$ cat config.mk
export PLATFORM = sky130hd
export DESIGN_NAME = sig_gen_sequencer
export DESIGN_NICKNAME = d
export VERILOG_FILES = /design/src/rtl/sig_gen_sequencer.sv
export SDC_FILE = /design/constraint.sdc
export NUM_CORES = 1
export LEC_CHECK = 0
export BUFFER_PORTS_ARGS = -buffer_cell sky130_fd_sc_hd__buf_2
export CAP_MARGIN = 40
export CORE_ASPECT_RATIO = 0.5
export CORE_MARGIN = 2
export CORE_UTILIZATION = 40
export CTS_BUF_LIST = sky130_fd_sc_hd__clkbuf_16
export DETAILED_ROUTE_END_ITERATION = 16
export GPL_TIMING_DRIVEN = 0
export PLACE_DENSITY = 0.53
export SYNTH_ARGS = -nofsm -noshare
export SYNTH_HDL_FRONTEND = slang
export SYNTH_SLANG_ARGS = --single-unit
$ cat constraint.sdc
create_clock -name wb_clk_i -period 13.1 [get_ports wb_clk_i]
set_input_delay 2.62 -clock wb_clk_i [delete_from_list [all_inputs] [get_ports wb_clk_i]]
set_output_delay 2.62 -clock wb_clk_i [all_outputs]
set_load 0.01 [all_outputs]
$ cat src/rtl/sig_gen_sequencer.sv
// Wishbone-programmable sequencer that steps a signal generator through a table of
// (waveform, frequency, duration) entries, optionally looping, with a done interrupt.
module sig_gen_sequencer #(
    parameter int NUM_ENTRIES = 8,
    parameter int FREQ_W      = 16,
    parameter int DUR_W       = 16
) (
    input  logic              wb_clk_i,
    input  logic              wb_rst_ni,
    input  logic              wbs_cyc_i,
    input  logic              wbs_stb_i,
    input  logic              wbs_we_i,
    input  logic [3:0]        wbs_sel_i,
    input  logic [31:0]       wbs_adr_i,
    input  logic [31:0]       wbs_dat_i,
    output logic              wbs_ack_o,
    output logic [31:0]       wbs_dat_o,
    output logic [1:0]        wave_sel_o,
    output logic [FREQ_W-1:0] freq_word_o,
    output logic              gen_en_o,
    output logic              irq_o
);

    localparam int IDX_W = $clog2(NUM_ENTRIES);

    typedef enum logic [1:0] {
        IDLE = 2'd0,
        LOAD = 2'd1,
        RUN  = 2'd2
    } state_e;

    logic [1:0]        rst_sync_q;
    logic              rst_n;
    logic              ack_q;
    logic [31:0]       dat_q;
    logic              loop_q;
    logic              irq_en_q;
    logic [2:0]        last_idx_q;
    logic [1:0]        wave_tbl_q [NUM_ENTRIES];
    logic [FREQ_W-1:0] freq_tbl_q [NUM_ENTRIES];
    logic [DUR_W-1:0]  dur_tbl_q  [NUM_ENTRIES];
    state_e            state_q;
    logic [IDX_W-1:0]  idx_q;
    logic [DUR_W-1:0]  cnt_q;
    logic              done_q;
    logic [1:0]        wave_q;
    logic [FREQ_W-1:0] freq_q;
    logic              gen_en_q;
    logic              irq_q;

    logic [5:0]        word_adr;
    logic [2:0]        ent_num;
    logic [IDX_W-1:0]  ent_idx;
    logic              ent_hit;
    logic              wb_access;
    logic              wr_en;
    logic              start_req;
    logic              stop_req;
    logic              done_clr;
    logic [IDX_W-1:0]  last_eff;
    logic [31:0]       rd_data;
    logic              unused_ok;

    // Reset asserts immediately but is released only after two clean clock edges.
    always_ff @(posedge wb_clk_i or negedge wb_rst_ni) begin
        if (!wb_rst_ni) rst_sync_q <= 2'b00;
        else            rst_sync_q <= {rst_sync_q[0], 1'b1};
    end
    assign rst_n = rst_sync_q[1];

    assign word_adr  = wbs_adr_i[7:2];
    assign ent_num   = word_adr[3:1];
    assign ent_idx   = ent_num[IDX_W-1:0];
    assign ent_hit   = (word_adr[5:4] == 2'b01) && ({1'b0, ent_num} < 4'(NUM_ENTRIES));
    assign wb_access = wbs_cyc_i & wbs_stb_i & ~ack_q;
    assign wr_en     = wb_access & wbs_we_i;
    assign stop_req  = wr_en && (word_adr == 6'h00) && wbs_dat_i[1];
    assign start_req = wr_en && (word_adr == 6'h00) && wbs_dat_i[0] && !wbs_dat_i[1];
    assign done_clr  = wr_en && (word_adr == 6'h01) && wbs_dat_i[8];
    assign last_eff  = ({1'b0, last_idx_q} >= 4'(NUM_ENTRIES)) ? IDX_W'(NUM_ENTRIES - 1)
                                                                 : last_idx_q[IDX_W-1:0];
    assign unused_ok = ^{wbs_sel_i, wbs_adr_i[31:8], wbs_adr_i[1:0], wbs_dat_i};

    always_comb begin
        rd_data = '0;
        case (word_adr)
            6'h00: rd_data[6:2] = {last_idx_q, irq_en_q, loop_q};
            6'h01: begin
                rd_data[1:0] = state_q;
                rd_data[4]   = (state_q != IDLE);
                rd_data[8]   = done_q;
            end
            6'h02: rd_data[IDX_W-1:0] = idx_q;
            default: begin
                if (ent_hit && !word_adr[0]) begin
                    rd_data[17:16]       = wave_tbl_q[ent_idx];
                    rd_data[FREQ_W-1:0]  = freq_tbl_q[ent_idx];
                end else if (ent_hit) begin
                    rd_data[DUR_W-1:0]   = dur_tbl_q[ent_idx];
                end
            end
        endcase
    end

    always_ff @(posedge wb_clk_i or negedge rst_n) begin
        if (!rst_n) begin
            ack_q      <= 1'b0;
            dat_q      <= '0;
            loop_q     <= 1'b0;
            irq_en_q   <= 1'b0;
            last_idx_q <= '0;
            for (int i = 0; i < NUM_ENTRIES; i++) begin
                wave_tbl_q[i] <= '0;
                freq_tbl_q[i] <= '0;
                dur_tbl_q[i]  <= '0;
            end
        end else begin
            ack_q <= wb_access;
            dat_q <= wb_access ? rd_data : '0;
            if (wr_en && word_adr == 6'h00) begin
                loop_q     <= wbs_dat_i[2];
                irq_en_q   <= wbs_dat_i[3];
                last_idx_q <= wbs_dat_i[6:4];
            end
            if (wr_en && ent_hit && !word_adr[0]) begin
                wave_tbl_q[ent_idx] <= wbs_dat_i[17:16];
                freq_tbl_q[ent_idx] <= wbs_dat_i[FREQ_W-1:0];
            end
            if (wr_en && ent_hit && word_adr[0]) begin
                dur_tbl_q[ent_idx] <= wbs_dat_i[DUR_W-1:0];
            end
        end
    end

    // Sequencer FSM; STOP overrides everything, and a DONE set wins over a same-cycle clear.
    always_ff @(posedge wb_clk_i or negedge rst_n) begin
        if (!rst_n) begin
            state_q  <= IDLE;
            idx_q    <= '0;
            cnt_q    <= '0;
            done_q   <= 1'b0;
            wave_q   <= '0;
            freq_q   <= '0;
            gen_en_q <= 1'b0;
            irq_q    <= 1'b0;
        end else begin
            irq_q <= done_q & irq_en_q;
            if (done_clr) done_q <= 1'b0;
            if (stop_req) begin
                state_q  <= IDLE;
                gen_en_q <= 1'b0;
            end else begin
                case (state_q)
                    IDLE: begin
                        if (start_req) begin
                            idx_q   <= '0;
                            done_q  <= 1'b0;
                            state_q <= LOAD;
                        end
                    end
                    LOAD: begin
                        wave_q   <= wave_tbl_q[idx_q];
                        freq_q   <= freq_tbl_q[idx_q];
                        gen_en_q <= 1'b1;
                        cnt_q    <= (dur_tbl_q[idx_q] == '0) ? DUR_W'(1) : dur_tbl_q[idx_q];
                        state_q  <= RUN;
                    end
                    RUN: begin
                        if (cnt_q <= DUR_W'(1)) begin
                            cnt_q <= '0;
                            if (idx_q != last_eff) begin
                                idx_q   <= idx_q + IDX_W'(1);
                                state_q <= LOAD;
                            end else if (loop_q) begin
                                idx_q   <= '0;
                                state_q <= LOAD;
                            end else begin
                                done_q   <= 1'b1;
                                gen_en_q <= 1'b0;
                                state_q  <= IDLE;
                            end
                        end else begin
                            cnt_q <= cnt_q - DUR_W'(1);
                        end
                    end
                    default: state_q <= IDLE;
                endcase
            end
        end
    end

    assign wbs_ack_o   = ack_q;
    assign wbs_dat_o   = dat_q;
    assign wave_sel_o  = wave_q;
    assign freq_word_o = freq_q;
    assign gen_en_o    = gen_en_q;
    assign irq_o       = irq_q;

endmodule
==> summary.txt, run 1 <==
Total congestion overflow: 0
Synth top cells by count: 340 x dfrtp_1, 266 x mux2_2, 74 x nor2_1
Num rows: 53
Synthesis warning total: 0
IO Count: 126
Post-CTS Setup Bufs: 0
Critical-path top delay cell: nor2_2
Via count: 12,990
Max Clk Rate: 181.7 MHz
Final period utilization: 0.4201
Syn avg cell area: 12.76 um^2
Min cycle time layout: 5.504 ns
DP Area: 18,750 um^2
Setup TNS: 0 ns
DRT Pass-1 Iters: 5
TritonCTS buffer count: 35
Leak pwr: 9.079 nW
Final Max Tran Viols: 0
Clock buffer depth: 3
DP Worst Slack: 7.098 ns
Max Cap Viol: 0
Total GRT Usage: 0.2738
Worst Clk Skew: 0.02035 ns
Initial antenna violation count: 2
Worst-Margin Slew: 0.9675 ns
Clock latency on the worst-skew pair: 0.55 ns
Worst-path fanout max: 10
Cell repeated most along the worst path: buf_2
CTS tree: done
WS Path Type: in2reg
Routed wire length per instance: 28.84 um
DR iter-0 viols: 1,544
Die H: 150.6 um
Top cell type by total area after synthesis: dfrtp_1
Synth Cell Area: 17,200 um^2
Layout Cell Area excl Fill: 19,910 um^2
Worst Reg-to-Reg Cells: 8
Count leader, synth: dfrtp_1
Sink Count: 340
Final wirelength: 60,570 um
Port Buffers: 66
Worst setup SP type: input pin
Synth top area cells: dfrtp_1 49%, mux2_2 17%, mux4_2 9.0%
Final Net Count: 1,578
Mapped Cells: 1,348
Yosys reg bits: 340
Predominant post-synthesis flop cell: dfrtp_1
Final Hold Vio Count: 0
WP data required: 13.52 ns
Cell variety after synth: 64
DR DRC count: 0
Worst slew margin: 0.3550
Met3 GRT Util: 0.07590
Final worst slack: 7.596 ns
Die Width: 297.3 um
Root buffer cell: clkbuf_16
CTS H-tree depth: 2
Vias in the first global route: 13,190
Clk pin slew, worst setup/hold paths: 0.06 ns
Max rail drop VDD: 90.02 uV
GP Congestion: 0.9296
CTS resizes: 0
Seq/Total Area, Yosys: 0.4947
Area delta synth->final: 15.79%
Number of synthesized flops with an enable pin: 0
Top Usage Layer GRT: met2
Layout cells sized above 1: 0.3563
Cells along the critical path: buf_2 -> and2b_1 -> nor2b_1 -> clkbuf_1 -> nand2_1 -> nor2_2 -> buf_2 -> mux2_2
Hold Path Cell Cnt: 0
CP max stage delay: 0.72 ns
Largest net degree at the start of global routing: 65
Die area: 44,770 um^2
Detailed Place HPWL: 42,710 um
Pwr dens: 152.3 nW/um^2
Status: complete, no violations
Crit. End Element: flop
M2 GR Usage: 0.4004
Global-route track usage on met1: 0.3956
Crit path DAT: 5.92 ns
RSZ-0062 raised after global routing: false
First-pass GRT wire length: 89,670 um
Final setup violating endpoints: 0
Seq. cell area: 8512 um^2
Post-synth ARST share: 1.000
Final antenna-violating net count: 0
Vias per cell: 6.188
HP Class: reg2reg
Fill cells: 3,854
Synth top area share: 0.4947
Core Region: 42,180 um^2
Area of the multi-input gates: 8158 um^2
Initial Util: 0.4078
Post-CTS Hold Fix Bufs: 0
flip-flops by register name, summed over array words and instances (netlist names):
name,flops
wave_sel_o,2
wbs_ack_o,1
freq_word_o,16
loop_q,1
wbs_dat_o,18
last_eff,3
gen_en_o,1
dur_tbl_q,128
freq_tbl_q,128
irq_en_q,1
done_q,1
state_q,2
wave_tbl_q,16
rst_sync_q,2
cnt_q,16
irq_o,1
idx_q,3
final timing paths:
| check | slack [ns] | to | from |
|---|---|---|---|
| max in group asynchronous | 11.06 | dur_tbl_q[75] | rst_sync_q[1] |
| min | 0.35 | rst_sync_q[1] | rst_sync_q[0] |
| max | 7.60 | freq_tbl_q[44] | wbs_adr_i[7] |
| min reg2reg | 0.35 | rst_sync_q[1] | rst_sync_q[0] |
| max reg2reg | 9.32 | cnt_q[0] | idx_q[2] |
| min in group asynchronous | 0.39 | freq_tbl_q[64] | rst_sync_q[1] |
stage by stage:
| step | total power [mW] | utilization | std cells | hold slack, ns |
|---|---|---|---|---|
| after floorplan | 1.718 | - | 1361 | 0.3312 |
| after global placement | 1.963 | 0.4339 | 2004 | 0.3371 |
| after detailed placement | 1.995 | 0.4445 | 2036 | 0.3405 |
| after CTS | 3.034 | 0.4719 | 2097 | 0.3544 |
| after global routing | 3.172 | 0.4721 | 2098 | 0.3799 |
| final | 3.033 | 0.4722 | 2100 | 0.3504 |
layout make-up:
cell class,count,share of cell area
Timing Repair Buffer,99,0.03908
Clock buffer,37,0.04649
Clock inverter,24,0.01162
Buffer,113,0.02677
Inverter,13,0.002450
Tap cell,577,0.03625
Sequential cell,340,0.4274
Multi-Input combinational cell,895,0.4097
Antenna cell,2,0.0002513
kinds of logic after synthesis:
kind of cell / synth area share
XOR/XNOR: 0.001528
adder cells (fa/ha/maj): 0.005820
AND/OR/NAND/NOR: 0.06365
other: 0.0004367
AO/OA/AOI/OAI: 0.09152
flip-flops: 0.4947
multiplexers: 0.3085
buffers and inverters: 0.03383
report_power, final:
part           internal, mW  leakage, nW  total, mW  switching [mW]
clock                 0.608        0.597       1.05           0.438
combinational         0.293         3.83      0.767           0.473
sequential             1.14         4.65       1.22          0.0779
metal layers:
metal,share of wire,vias to the layer above
met5,0,-
met1,0.45,6820
li1,-,5377
met4,0.027,0
met2,0.42,680
met3,0.10,117
cell usage in the layout (no fill, tap or decap), types with 10 or more instances in the layout:
cell / synthesis / layout
nor2_1: 74 / 74
mux4_2: 69 / 69
a221oi_1: 11 / 11
clkbuf_16: 0 / 37
dfrtp_1: 340 / 339
a22o_1: 13 / 13
a22oi_1: 36 / 36
buf_1: 16 / 17
clkbuf_1: 53 / 53
nand2_1: 51 / 51
a21oi_1: 44 / 44
buf_6: 3 / 18
nand4_1: 14 / 14
conb_1: 2 / 15
inv_1: 13 / 21
mux2_2: 266 / 266
a31oi_1: 10 / 10
buf_2: 27 / 93
nand3_1: 11 / 11
mux2_1: 21 / 21
o21ai_0: 19 / 19
buf_4: 14 / 16
nor3_1: 21 / 21
o22ai_1: 47 / 47
o21ai_1: 16 / 16
mux2i_1: 52 / 52
worst max-delay path, delay by kind of cell:
family,cells,cell delay [ns]
AND/OR/NAND/NOR,4,1.80
multiplexers,1,0.39
buffers and inverters,3,1.10
Note: power is estimated with default switching activity, not from simulation.
==> run 2: changes to the inputs <==
--- a/config.mk
+++ b/config.mk
@@ -5,6 +5,7 @@
 export SDC_FILE = /design/constraint.sdc
 export NUM_CORES = 1
 export LEC_CHECK = 0
+export ABC_AREA = 1
 export BUFFER_PORTS_ARGS = -buffer_cell sky130_fd_sc_hd__buf_2
 export CAP_MARGIN = 40
 export CORE_ASPECT_RATIO = 0.5
@@ -13,7 +14,7 @@
 export CTS_BUF_LIST = sky130_fd_sc_hd__clkbuf_16
 export DETAILED_ROUTE_END_ITERATION = 16
 export GPL_TIMING_DRIVEN = 0
-export PLACE_DENSITY = 0.53
+export PLACE_DENSITY = 0.55
 export SYNTH_ARGS = -nofsm -noshare
 export SYNTH_HDL_FRONTEND = slang
 export SYNTH_SLANG_ARGS = --single-unit
==> constraint.sdc (replaced) <==
create_clock -name wb_clk_i -period 4.5 [get_ports wb_clk_i]
set_input_delay 0.9 -clock wb_clk_i [delete_from_list [all_inputs] [get_ports wb_clk_i]]
set_output_delay 0.9 -clock wb_clk_i [all_outputs]
set_load 0.01 [all_outputs]
==> summary.txt, run 2 <==
Final worst slack: 1.445 ns
CTS resizes: 0
Largest net degree at the start of global routing: 63
CP max stage delay: 0.62 ns
Die area: 45,350 um^2
Root buffer cell: clkbuf_16
Max Cap Viol: 0
Area of the multi-input gates: 7476 um^2
Worst-Margin Slew: 0.9876 ns
Final wirelength: 75,240 um
Final Net Count: 2,470
Num rows: 53
Crit path from: idx_q[1]
Critical R2R Launch: idx_q[1]
Port Buffers: 66
R2r setup slk: 1.44 ns
Worst setup SP type: flop
End of the worst register-to-register path: freq_word_o[6]
Leak pwr: 9.185 nW
WP data required: 4.96 ns
Crit path buf inv count: 5
Clock latency on the worst-skew pair: 0.56 ns
Cell repeated most along the worst path: buf_2
IO Count: 126
DR iter-0 viols: 2,641
Number of synthesized flops with an enable pin: 0
Combinational Power Share: 0.358
Layout cells sized above 1: 0.09298
Max rail drop VDD: 265.0 uV
Vias per cell: 5.794
Seq. cell area: 8512 um^2
Flop pwr share: 0.354
GP Congestion: 0.9792
Status: complete, no violations
Final antenna-violating net count: 0
Top cell type by total area after synthesis: dfrtp_1
DP Worst Slack: 1.113 ns
Area delta synth->final: 13.53%
HP Class: in2async
Synth top cells by count: 604 x nand2_1, 401 x o21ai_0, 340 x dfrtp_1
Mapped Cells: 2,264
Initial antenna violation count: 1
Post-CTS Setup Bufs: 0
CTS tree: done
Cell variety after synth: 45
Worst-path fanout max: 10
Total GRT Usage: 0.3314
Routed wire length per instance: 25.18 um
Worst slew margin: 0.3416
Predominant post-synthesis flop cell: dfrtp_1
Post-synth ARST share: 1.000
Switch share: 0.4097
Worst Reg-to-Reg Cells: 9
DRT Pass-1 Iters: 6
Die H: 151.6 um
Crit. End Element: flop
Clk pin slew, worst setup/hold paths: 0.08 ns
Sw Pwr: 4.094 mW
Final setup violating endpoints: 0
Max Clk Rate: 327.3 MHz
Synth Cell Area: 17,430 um^2
Synth top area cells: dfrtp_1 49%, nand2_1 13%, o21ai_0 12%
Final period utilization: 0.6789
Vias in the first global route: 16,030
Commonest cells after routing, fill and taps aside: 604 x nand2_1, 401 x o21ai_0, 339 x dfrtp_1, 186 x nor2_1, 185 x inv_1
Worst Clk Skew: 0.02473 ns
Most common cell after layout, fill and taps aside: nand2_1
Syn avg cell area: 7.697 um^2
CP delay by family, top: buffers and inverters
DR DRC count: 0
First-pass GRT wire length: 109,500 um
TritonCTS buffer count: 35
Final Max Tran Viols: 0
Final Hold Vio Count: 0
Cells along the critical path: buf_2 -> inv_2 -> buf_4 -> buf_2 -> clkbuf_1 -> o21ai_0 -> o22ai_1 -> nand2_1 -> a31oi_1
Synth top area share: 0.4882
Total congestion overflow: 0
Die Width: 299.2 um
CTS H-tree depth: 2
Post-CTS Hold Fix Bufs: 0
Via count: 17,310
Initial Util: 0.4100
Crit path to: freq_word_o[6]
Sink Count: 340
Seq/Total Area, Yosys: 0.4882
Crit path DAT: 3.52 ns
Pwr dens: 505.1 nW/um^2
Core Region: 42,510 um^2
WS Path Type: reg2reg
P_int: 5.899 mW
Synthesis warning total: 0
Clock buffer depth: 3
CP Depth: 9
Yosys reg bits: 340
Fill cells: 4,312
Count leader, synth: nand2_1
Clock Power Share: 0.288
Critical-path top delay cell: clkbuf_1
Detailed Place HPWL: 54,060 um
RSZ-0062 raised after global routing: false
Min cycle time layout: 3.055 ns
Fin util: 0.4655
[run 2: cell types whose count changed in the layout (fill, tap and decap cells not counted), moves of 55 or more]
cell and delta:
inv_1 +164, mux2_2 -266, mux4_2 -69, nand2_1 +553, nand3_1 +64, nor2_1 +112, o21ai_0 +382, o22ai_1 +55
[run 2: worst min path at each step]
stage | cells after the start | endpoint | startpoint | slack (ns)
6_report | 1 | rst_sync_q[1] | wb_rst_ni | 0.13
3_5_place_dp | 0 | rst_sync_q[1] | rst_sync_q[0] | 0.34
4_1_cts | 1 | rst_sync_q[1] | wb_rst_ni | 0.13
2_1_floorplan | 0 | rst_sync_q[1] | rst_sync_q[0] | 0.33
3_3_place_gp | 0 | rst_sync_q[1] | rst_sync_q[0] | 0.33
5_1_grt | 1 | rst_sync_q[1] | wb_rst_ni | 0.13
[run 2: cell type report]
class,count,area share
multi-input combinational,1580,0.3779
clock buffer,37,0.04680
timing repair buffer,75,0.02675
clock inverter,20,0.006261
antenna,2,0.0002530
inverter,193,0.03662
buffer,164,0.03877
tap,577,0.03649
sequential,340,0.4302
[run 2: per-layer routing]
metal,vias to the layer above,track usage,routed length [um]
li1,7710,-,-
met1,8250,0.4798,32770
met2,1180,0.4721,30190
met3,172,0.09909,9838
met4,0,0.1048,2439
met5,-,0,0
[run 2: logic make-up (layout without fill, tap and decap cells)]
| family | count (synthesis) | after routing | share of synthesized area |
|---|---|---|---|
| AOI/OAI and AO/OA | 634 | 634 | 0.2020 |
| xor gates and xnor gates | 12 | 12 | 0.006031 |
| adders and majority gates | 8 | 8 | 0.005744 |
| buffers and inverters | 357 | 489 | 0.08558 |
| DFF | 340 | 340 | 0.4882 |
| other | 2 | 17 | 0.0004309 |
| and+or+nand+nor | 911 | 911 | 0.2119 |
[run 2: stage by stage]
stage                     TNS [ns]  hold WS (ns)  std cells  area (um^2)  power [mW]
after CTS                        0        0.1310       2986        19780       9.866
after global placement     -101.47        0.3330       2920        18530       6.997
after global routing             0        0.1257       2986        19780       10.44
final                            0        0.1343       2988        19790       9.993
after detailed placement         0        0.3426       2929        18730       7.033
after floorplan                  0        0.3312       2277        17480       5.688
[run 2: power groups by stage]
stage / registers, mW / logic [mW] / clock network [mW]
after floorplan: 3.62 / 2.07 / 0
after global placement: 3.64 / 3.36 / 0
after detailed placement: 3.59 / 3.44 / 0
after CTS: 3.54 / 3.45 / 2.88
after global routing: 3.58 / 3.85 / 3.01
final: 3.54 / 3.58 / 2.87
